$ cat config.mk
export PLATFORM = sky130hd
export DESIGN_NAME = soc_bus_fabric_flat
export DESIGN_NICKNAME = d
export VERILOG_FILES = /design/src/rtl/soc_bus_fabric_if.sv /design/src/rtl/soc_bus_fabric.sv /design/src/flat_wrapper.sv
export SDC_FILE = /design/constraint.sdc
export NUM_CORES = 1
export LEC_CHECK = 0
export ABC_AREA = 1
export BUFFER_PORTS_ARGS = -buffer_cell sky130_fd_sc_hd__buf_2
export CAP_MARGIN = 20
export CORE_AREA = 3 3 136 138
export CTS_CLUSTER_DIAMETER = 40
export DETAILED_ROUTE_END_ITERATION = 7
export DIE_AREA = 0 0 139 141
export GPL_ROUTABILITY_DRIVEN = 0
export PLACE_DENSITY = 0.66
export RECOVER_POWER = 25
export SETUP_SLACK_MARGIN = 0.3
export SLEW_MARGIN = 20
export SYNTH_ARGS = -nofsm -noshare
export SYNTH_HDL_FRONTEND = slang
export SYNTH_SLANG_ARGS = --single-unit
$ cat constraint.sdc
create_clock -name clk -period 1.4 [get_ports clk]
set_input_delay 0.21 -clock clk [delete_from_list [all_inputs] [get_ports clk]]
set_output_delay 0.21 -clock clk [all_outputs]
set_load 0.1 [all_outputs]
$ cat src/rtl/soc_bus_fabric_if.sv
// CPU-side and peripheral-side signals of the SoC bus fabric in one bundle.
// The fabric uses the slave modport; the CPU and peripherals (or a bench) sit on the master side.
interface soc_bus_fabric_if #(
  parameter int NUM_SLAVES = 4,
  parameter int DATA_W     = 32
);
  // Handshake: mem_rstrb / nonzero mem_wmask are one-cycle request pulses, honoured only
  // while mem_rbusy and mem_wbusy are both low. The fabric answers with a one-cycle one-hot
  // s_ren/s_wen pulse; the selected slave later pulses s_rvalid/s_wready for one cycle.
  // Responses from slaves that were not selected are ignored.
  logic [31:0]                  mem_addr;
  logic [DATA_W-1:0]            mem_wdata;
  logic [DATA_W/8-1:0]          mem_wmask;
  logic                         mem_rstrb;
  logic [DATA_W-1:0]            mem_rdata;
  logic                         mem_rbusy;
  logic                         mem_wbusy;

  logic [31:0]                  s_addr;
  logic [DATA_W-1:0]            s_wdata;
  logic [DATA_W/8-1:0]          s_wstrb;
  logic [NUM_SLAVES-1:0]        s_ren;
  logic [NUM_SLAVES-1:0]        s_wen;
  logic [NUM_SLAVES*DATA_W-1:0] s_rdata;
  logic [NUM_SLAVES-1:0]        s_rvalid;
  logic [NUM_SLAVES-1:0]        s_wready;

  modport master (
    output mem_addr, mem_wdata, mem_wmask, mem_rstrb,
    input  mem_rdata, mem_rbusy, mem_wbusy,
    input  s_addr, s_wdata, s_wstrb, s_ren, s_wen,
    output s_rdata, s_rvalid, s_wready
  );

  modport slave (
    input  mem_addr, mem_wdata, mem_wmask, mem_rstrb,
    output mem_rdata, mem_rbusy, mem_wbusy,
    output s_addr, s_wdata, s_wstrb, s_ren, s_wen,
    input  s_rdata, s_rvalid, s_wready
  );
endinterface

$ cat src/rtl/soc_bus_fabric.sv
// Region-decoded CPU-to-peripheral fabric: one outstanding access, per-access timeout,
// error response for unmapped or silent slaves, and a sticky first-error log.
module soc_bus_fabric #(
  parameter int                NUM_SLAVES = 4,
  parameter int                DATA_W     = 32,
  parameter int                SEL_MSB    = 31,
  parameter int                SEL_LSB    = 28,
  parameter int                TIMEOUT    = 15,
  parameter logic [DATA_W-1:0] ERR_DATA   = DATA_W'(32'hDEADBEEF)
) (
  input  logic               clk,
  input  logic               reset_n,
  soc_bus_fabric_if.slave    bus,
  input  logic               err_clr,
  output logic               bus_err,
  output logic [31:0]        err_addr,
  output logic [1:0]         dbg_state
);

  localparam int SEL_W = SEL_MSB - SEL_LSB + 1;
  localparam int CNT_W = $clog2(TIMEOUT + 1);
  localparam logic [31:0] SEL_MASK = 32'(((64'd1 << SEL_W) - 64'd1) << SEL_LSB);

  typedef enum logic [1:0] {
    IDLE    = 2'd0,
    RD_WAIT = 2'd1,
    WR_WAIT = 2'd2,
    ERR_RSP = 2'd3
  } state_t;

  state_t                state, state_nxt;
  logic [SEL_W-1:0]      idx, idx_q;
  logic [31:0]           addr_q;
  logic                  wr_q;
  logic [CNT_W-1:0]      cnt;
  logic [DATA_W-1:0]     rdata_q;
  logic [NUM_SLAVES-1:0] hit;
  logic [NUM_SLAVES-1:0] ren, wen;
  logic                  mapped, wr_req, rd_req, timed_out;
  logic [DATA_W-1:0]     sel_rdata;
  logic                  sel_rvalid, sel_wready;

  assign idx       = bus.mem_addr[SEL_MSB:SEL_LSB];
  assign wr_req    = |bus.mem_wmask;
  // A write beats a simultaneous read; the read is simply dropped.
  assign rd_req    = bus.mem_rstrb & ~wr_req;
  assign mapped    = |hit;
  assign timed_out = (cnt == CNT_W'(TIMEOUT - 1));

  // Decode of the live request address.
  always_comb begin
    hit = '0;
    for (int i = 0; i < NUM_SLAVES; i++) begin
      hit[i] = (idx == SEL_W'(i));
    end
  end

  // Response mux driven by the latched index so other slaves cannot complete the access.
  always_comb begin
    sel_rdata  = '0;
    sel_rvalid = 1'b0;
    sel_wready = 1'b0;
    for (int i = 0; i < NUM_SLAVES; i++) begin
      if (idx_q == SEL_W'(i)) begin
        sel_rdata  = bus.s_rdata[i*DATA_W +: DATA_W];
        sel_rvalid = bus.s_rvalid[i];
        sel_wready = bus.s_wready[i];
      end
    end
  end

  always_comb begin
    state_nxt = state;
    ren       = '0;
    wen       = '0;
    case (state)
      IDLE: begin
        if (wr_req) begin
          if (mapped) begin
            wen       = hit;
            state_nxt = WR_WAIT;
          end else begin
            state_nxt = ERR_RSP;
          end
        end else if (rd_req) begin
          if (mapped) begin
            ren       = hit;
            state_nxt = RD_WAIT;
          end else begin
            state_nxt = ERR_RSP;
          end
        end
      end
      RD_WAIT: begin
        if (sel_rvalid)     state_nxt = IDLE;
        else if (timed_out) state_nxt = ERR_RSP;
      end
      WR_WAIT: begin
        if (sel_wready)     state_nxt = IDLE;
        else if (timed_out) state_nxt = ERR_RSP;
      end
      ERR_RSP: state_nxt = IDLE;
      default: state_nxt = IDLE;
    endcase
  end

  always_ff @(posedge clk or negedge reset_n) begin
    if (!reset_n) state <= IDLE;
    else          state <= state_nxt;
  end

  always_ff @(posedge clk or negedge reset_n) begin
    if (!reset_n) begin
      idx_q    <= '0;
      addr_q   <= '0;
      wr_q     <= 1'b0;
      cnt      <= '0;
      rdata_q  <= '0;
      bus_err  <= 1'b0;
      err_addr <= '0;
    end else begin
      if (state == IDLE && (wr_req || rd_req)) begin
        idx_q  <= idx;
        addr_q <= bus.mem_addr;
        wr_q   <= wr_req;
      end

      // Zero outside the wait states, so every wait starts counting from 0.
      if (state == RD_WAIT || state == WR_WAIT) cnt <= cnt + CNT_W'(1);
      else                                      cnt <= '0;

      if (state == RD_WAIT && sel_rvalid)  rdata_q <= sel_rdata;
      else if (state == ERR_RSP && !wr_q)  rdata_q <= ERR_DATA;

      // A new error is logged even when err_clr arrives in the same cycle.
      if (state == ERR_RSP && (!bus_err || err_clr)) begin
        bus_err  <= 1'b1;
        err_addr <= addr_q;
      end else if (err_clr) begin
        bus_err  <= 1'b0;
        err_addr <= '0;
      end
    end
  end

  assign bus.mem_rdata = rdata_q;
  assign bus.mem_rbusy = (state == RD_WAIT) | ((state == ERR_RSP) & ~wr_q);
  assign bus.mem_wbusy = (state == WR_WAIT) | ((state == ERR_RSP) &  wr_q);
  assign bus.s_addr    = bus.mem_addr & ~SEL_MASK;
  assign bus.s_wdata   = bus.mem_wdata;
  assign bus.s_wstrb   = bus.mem_wmask;
  assign bus.s_ren     = ren;
  assign bus.s_wen     = wen;
  assign dbg_state     = state;

endmodule

$ cat src/flat_wrapper.sv
// flat-port wrapper written by rule: the top's interface ports become plain ports
module soc_bus_fabric_flat 
#(
  parameter int                NUM_SLAVES = 4,
  parameter int                DATA_W     = 32,
  parameter int                SEL_MSB    = 31,
  parameter int                SEL_LSB    = 28,
  parameter int                TIMEOUT    = 15,
  parameter logic [DATA_W-1:0] ERR_DATA   = DATA_W'(32'hDEADBEEF)
)
  (clk, reset_n, err_clr, bus_err, err_addr, dbg_state, bus_mem_addr, bus_mem_wdata, bus_mem_wmask, bus_mem_rstrb, bus_mem_rdata, bus_mem_rbusy, bus_mem_wbusy, bus_s_addr, bus_s_wdata, bus_s_wstrb, bus_s_ren, bus_s_wen, bus_s_rdata, bus_s_rvalid, bus_s_wready);
  soc_bus_fabric_if #(.NUM_SLAVES(NUM_SLAVES), .DATA_W(DATA_W)) bus_i ();
  input  logic clk;
  input  logic reset_n;
  input  logic err_clr;
  output logic bus_err;
  output logic [31:0] err_addr;
  output logic [1:0] dbg_state;
  input wire logic [$bits(bus_i.mem_addr)-1:0] bus_mem_addr;
  input wire logic [$bits(bus_i.mem_wdata)-1:0] bus_mem_wdata;
  input wire logic [$bits(bus_i.mem_wmask)-1:0] bus_mem_wmask;
  input wire logic [$bits(bus_i.mem_rstrb)-1:0] bus_mem_rstrb;
  output wire logic [$bits(bus_i.mem_rdata)-1:0] bus_mem_rdata;
  output wire logic [$bits(bus_i.mem_rbusy)-1:0] bus_mem_rbusy;
  output wire logic [$bits(bus_i.mem_wbusy)-1:0] bus_mem_wbusy;
  output wire logic [$bits(bus_i.s_addr)-1:0] bus_s_addr;
  output wire logic [$bits(bus_i.s_wdata)-1:0] bus_s_wdata;
  output wire logic [$bits(bus_i.s_wstrb)-1:0] bus_s_wstrb;
  output wire logic [$bits(bus_i.s_ren)-1:0] bus_s_ren;
  output wire logic [$bits(bus_i.s_wen)-1:0] bus_s_wen;
  input wire logic [$bits(bus_i.s_rdata)-1:0] bus_s_rdata;
  input wire logic [$bits(bus_i.s_rvalid)-1:0] bus_s_rvalid;
  input wire logic [$bits(bus_i.s_wready)-1:0] bus_s_wready;
  assign bus_i.mem_addr = bus_mem_addr;
  assign bus_i.mem_wdata = bus_mem_wdata;
  assign bus_i.mem_wmask = bus_mem_wmask;
  assign bus_i.mem_rstrb = bus_mem_rstrb;
  assign bus_mem_rdata = bus_i.mem_rdata;
  assign bus_mem_rbusy = bus_i.mem_rbusy;
  assign bus_mem_wbusy = bus_i.mem_wbusy;
  assign bus_s_addr = bus_i.s_addr;
  assign bus_s_wdata = bus_i.s_wdata;
  assign bus_s_wstrb = bus_i.s_wstrb;
  assign bus_s_ren = bus_i.s_ren;
  assign bus_s_wen = bus_i.s_wen;
  assign bus_i.s_rdata = bus_s_rdata;
  assign bus_i.s_rvalid = bus_s_rvalid;
  assign bus_i.s_wready = bus_s_wready;
  soc_bus_fabric #(.NUM_SLAVES(NUM_SLAVES), .DATA_W(DATA_W), .SEL_MSB(SEL_MSB), .SEL_LSB(SEL_LSB), .TIMEOUT(TIMEOUT), .ERR_DATA(ERR_DATA)) u_core (.clk(clk), .reset_n(reset_n), .bus(bus_i), .err_clr(err_clr), .bus_err(bus_err), .err_addr(err_addr), .dbg_state(dbg_state));
endmodule
### Yosys cells after proc, flatten, opt, wreduce, memory -nomap -nowiden

Index checks and enable logic that the tools add are counted.

| cells by class | value |
|---|---|
| add/subtract/negate cells | 1 |
| eq/ne operators | 11 |
| muxes and demuxes | 33 |
| bitwise logic cells | 7 |
| reductions and logical operators | 16 |

Operators with widths:

| kind | count |
|---|---|
| 32-bit two-way mux | 8 |
| 4-bit two-way mux | 7 |
| 4-bit by 2-bit equality test with 1-bit output (second input constant) | 4 |
| 2-bit two-way mux | 6 |
| 1-bit two-way mux | 11 |
| 4-bit by 1-bit equality test with 1-bit output (second input constant) | 2 |
| 4-bit logical NOT | 2 |
| 2-bit one-hot mux with 4 select lines | 1 |
| 4-bit OR reduction | 2 |
| 4-bit by 1-bit adder with 4-bit output (second input constant) | 1 |
| 2-bit equality test (second input constant) | 2 |
| 4-bit equality test (second input constant) | 1 |
| 1-bit logical AND | 4 |
| 2-bit nonzero test | 2 |
| 1-bit bitwise AND | 3 |
| 1-bit logical OR | 3 |
| 3-bit by 1-bit inequality test with 1-bit output (second input constant) | 1 |
| 2-bit by 1-bit equality test with 1-bit output (second input constant) | 1 |
| 1-bit logical NOT | 2 |
| 2-bit logical NOT | 1 |
| 1-bit NOT | 2 |
| 1-bit OR | 2 |

| word-level totals | value |
|---|---|
| flip-flop bits (word level) | 108 |
| bits of input ports | 208 |
| output and inout port bits | 145 |
| logic and storage cells | 76 |

### Longest topological paths before layout

| depth | value |
|---|---|
| depth after elaboration | 7 |
| mapped depth | 11 |
| depth with buffers taken out | 9 |

### Worst setup path before layout

Ideal clock, no wire load.

| path | value |
|---|---|
| kind | register -> output |
| from | register u_core.state[0], in the netlist u_core.dbg_state[0] |
| to | output bus_s_ren[1] |
| data arrival time | 3.561 ns |
| required time | 1.190 ns |
| path slack | -2.371 ns |
| stages on the path, launching flop included | 7 |
| path buffers | 0 |
| path through | dfrtp_1 -> inv_1 -> ha_1 -> inv_1 -> nor2_1 -> nand2_1 -> nor3_1 |

| between the ends | value |
|---|---|
| longest elaborated chain between the ends | 2 |

RTL lines:

| element | line | RTL |
|---|---|---|
| start, declared | soc_bus_fabric.sv:31 | `state_t state, state_nxt;` |
| start signal, assigned | soc_bus_fabric.sv:109 | `else state <= state_nxt;` |
| 2-bit logical NOT | soc_bus_fabric.sv:76 | `case (state)` |
| 4-bit two-way mux | soc_bus_fabric.sv:76 |  |
| end, declared | flat_wrapper.sv:29 | `output wire logic [$bits(bus_i.s_ren)-1:0] bus_s_ren;` |

No other way between the ends.

### Final worst setup path

| path | value |
|---|---|
| from | register u_core.state[1], in the netlist u_core.dbg_state[1] |
| to | output bus_s_ren[1] |

Same word-level chain as after synthesis.

==> summary.md <==
| Metric | Value |
|---|---|
| CP arrival | 1.72 ns |
| Final wirelength | 31100 µm |
| DIE AREA | 19600 µm² |
| Placed cell areas | 8340 µm² |
| Seq/Total Area, Yosys | 42.3% |
| CP Cell Sequence | inv_4 -> ha_4 -> inv_4 -> nor2_4 -> nand2_4 -> nor3_4 -> buf_12 |
| Vias in the first global route | 7580 |
| H-Tree Depth | 3 |
| Die H | 141 µm |
| Initial core utilization | 35.5% |
| Pwr dens | 2740 nW/µm² |
| Worst vdd ir | 2.31 mV |
| Clock Tree Buf Depth | 2 |
| Dpl hpwl | 15300 µm |
| Wire length per cell | 21.8 µm |
| Area growth from synthesis to layout | 105% |
| Largest stage delay on the critical path | 0.50 ns |
| Drc violations | 0 |
| Synthesized cell area | 6150 µm² |
| Worst path top cell family by delay | flip-flops |
| Final Setup Violations | 111 |
| Core Rows | 48 |
| Final Slew Violations | 0 |
| Final Power | 34.5 mW |
| 1st-pass router iterations | 5 |
| Worst reg2reg setup slack | -0.47 ns |
| Root buffer cell | clkbuf_16 |
| Final period util | 138% |
| Top area cells in the synthesized netlist | dfrtp_1, nand3_1, nand2_1, buf_4, nor2_1 |
| Final hold violation count | 0 |
| Synth Warn # | 0 |
| Port-buffer cells | 284 |
| Grt ovf | 0 |
| Most used cell along the critical path | inv_4 |
| NumNets Final | 1410 |
| Netlist cell types | 29 |
| Status | finished, violations left |
| Initial antenna violation count | 1 |
| Max-Cap Viols | 0 |
| Antenna Violating Nets Remaining | 0 |
| Min Clock Period, post-route | 1.93 ns |
| Via-to-Cell Ratio | 5.55 |
| Crit start category | flop |
| Setup WS post-layout | -0.530 ns |
| Clock buffer count from CTS | 9 |
| Post-synth top area cell | dfrtp_1 |
| Critical path class | flop to primary output |
| Setup TNS | -29.27 ns |
| Crit. End Element | primary output |
| FF+latch count, synth | 104 |
| Hold WS | 0.0614 ns |
| Starting DRT DRC Count | 555 |
| Mapped Avg Cell Area | 7.31 µm² |
| Layout Skew | 0.00934 ns |
| Cells after Synth | 841 |
| Overall fraction of global-route tracks in use | 25.8% |
| RSZ-0062 raised after global routing | yes |
| Hold Path Class | input port to flop |
| CTS tree | yes |
| Failing checks | negative setup slack |
| Fmax | 518 MHz |
| N_diodes | 0 |
| Core Area | 17300 µm² |
| First-pass GRT wire length | 40400 µm |
| Sink Count | 104 |
| Slowest cell on crit path | dfrtp_4 |
| Die width | 139 µm |
| I/O pins | 353 |
| Clock Latency Late Sink | 0.35 ns |
| Crit path required time | 1.19 ns |
| DR vias | 7911 |
| Max FO, Critical Path | 5 |
| WP buf/inv | 3 |
| DP Worst Slack | -0.213 ns |
| Leak | 6.09 nW |
| Final Instance Area | 12600 µm² |
| Post-synth top area share | 42.3% |
| Worst-path clk slew | 0.08 ns |
| Largest net degree at the start of global routing | 46 |
| Share of cells above drive strength 1 | 68.6% |
-- state kept, by name, indices dropped and copies added (netlist names) --
name                  cells
u_core.addr_q            32
u_core.bus.mem_rdata     32
u_core.bus_err            1
u_core.cnt                4
u_core.dbg_state          2
u_core.err_addr          32
u_core.wr_q               1
-- final timing paths --
path                                                  to                start  cells after the start
worst max-delay path                        bus_s_ren[1]  u_core.dbg_state[1]                      7
worst min-delay path                   u_core.addr_q[15]     bus_mem_addr[15]                      3
worst max register to register  u_core.bus.mem_rdata[25]    u_core.addr_q[30]                     12
worst min register to register             u_core.cnt[0]        u_core.cnt[0]                      1
max in group asynchronous        u_core.bus.mem_rdata[4]              reset_n                      3
min in group asynchronous              u_core.addr_q[15]              reset_n                      2
-- cell usage in the layout, fill, tap and decap left out, drive strengths merged --
| cell | count |
|---|---|
| buf | 456 |
| nand2 | 236 |
| nand3 | 229 |
| dfrtp | 104 |
| nor2 | 64 |
| inv | 46 |
| clkbuf | 13 |
| nand4 | 11 |
| o21ai | 9 |
| or2 | 8 |
| ha | 6 |
| a21oi | 5 |
| conb | 4 |
| clkinv | 3 |
| nor3 | 2 |
| xnor2 | 1 |
| o21bai | 1 |
| nand3b | 1 |
| a22oi | 1 |
| dlygate4sd3 | 1 |
-- power breakdown --
part	switching, mW	leakage (nW)	total, mW	internal (mW)
combinational	15.0	4.72	26.0	11.0
clock	1.33	0.149	2.60	1.27
sequential	1.39	1.22	5.86	4.47
-- worst min-delay path: stages --
cell and delay, ns:
buf_2 0.09, nand2_2 0.04, nand2_1 0.04
-- cells by family (layout without fill, tap and decap cells) --
group / after synthesis / after routing / share of synthesized area, %
buffers and inverters: 162 / 519 / 14.7
AO/OA/AOI/OAI: 16 / 16 / 1.45
adder cells (fa/ha/maj): 6 / 6 / 1.22
AND/OR/NAND/NOR: 551 / 551 / 40.1
other: 1 / 4 / 0.0610
XOR/XNOR: 1 / 1 / 0.143
flip-flops: 104 / 104 / 42.3
-- area by class of cell --
type                       instances  area [µm²]
multi-input combinational        578        4100
tap                              225         282
timing repair buffer             461        5020
fill                            1044        4720
clock buffer                       9         225
inverter                          42         183
clock inverter                     7        72.6
sequential                       104        2690
-- metrics by stage --
step / cells / utilization (%)
after global placement: 1305 / 48.2
after floorplan: 844 / -
after global routing: 1426 / 72.7
final: 1426 / 72.7
after CTS: 1396 / 65.1
after detailed placement: 1305 / 48.2
-- cell usage after synthesis --
cell type	instances
dfrtp_1	104
a21oi_1	5
clkbuf_1	28
nand2_1	233
buf_4	71
o21ai_2	1
or2_2	8
clkinv_1	1
buf_1	8
nand4_1	11
ha_1	6
nor2_2	2
nand3_1	228
o21ai_0	8
xnor2_1	1
inv_2	3
nor2_4	3
buf_6	2
nor3_1	2
inv_1	38
nor2_1	58
a22oi_1	1
conb_1	1
nor2_8	1
buf_2	11
nand3_2	1
nand2_2	3
o21bai_1	1
nand3b_1	1
-- layer usage --
metal | global-route usage [%] | vias to the layer above | share of wire, % | wire [µm]
met5 | 0 | - | 0.035 | 11
met2 | 47.0 | 590 | 51 | 15900
met3 | 6.11 | 159 | 10 | 3110
met4 | 10.7 | 2 | 6.0 | 1860
li1 | - | 3386 | - | -
met1 | 29.0 | 3774 | 33 | 10300
-- repair_timing --
| action | 4_1_cts | 5_1_grt |
|---|---|---|
| pin swaps | 70 | 109 |
| endpoints found under the setup margin | 177 | 177 |
| hold buffers | 1 | 0 |
| setup buffers | 49 | 28 |
| gates resized for setup | 380 | 265 |
| gates cloned | 25 | 2 |
| hold endpoints to repair | 17 | 0 |
(Power assumes the default switching activity.)
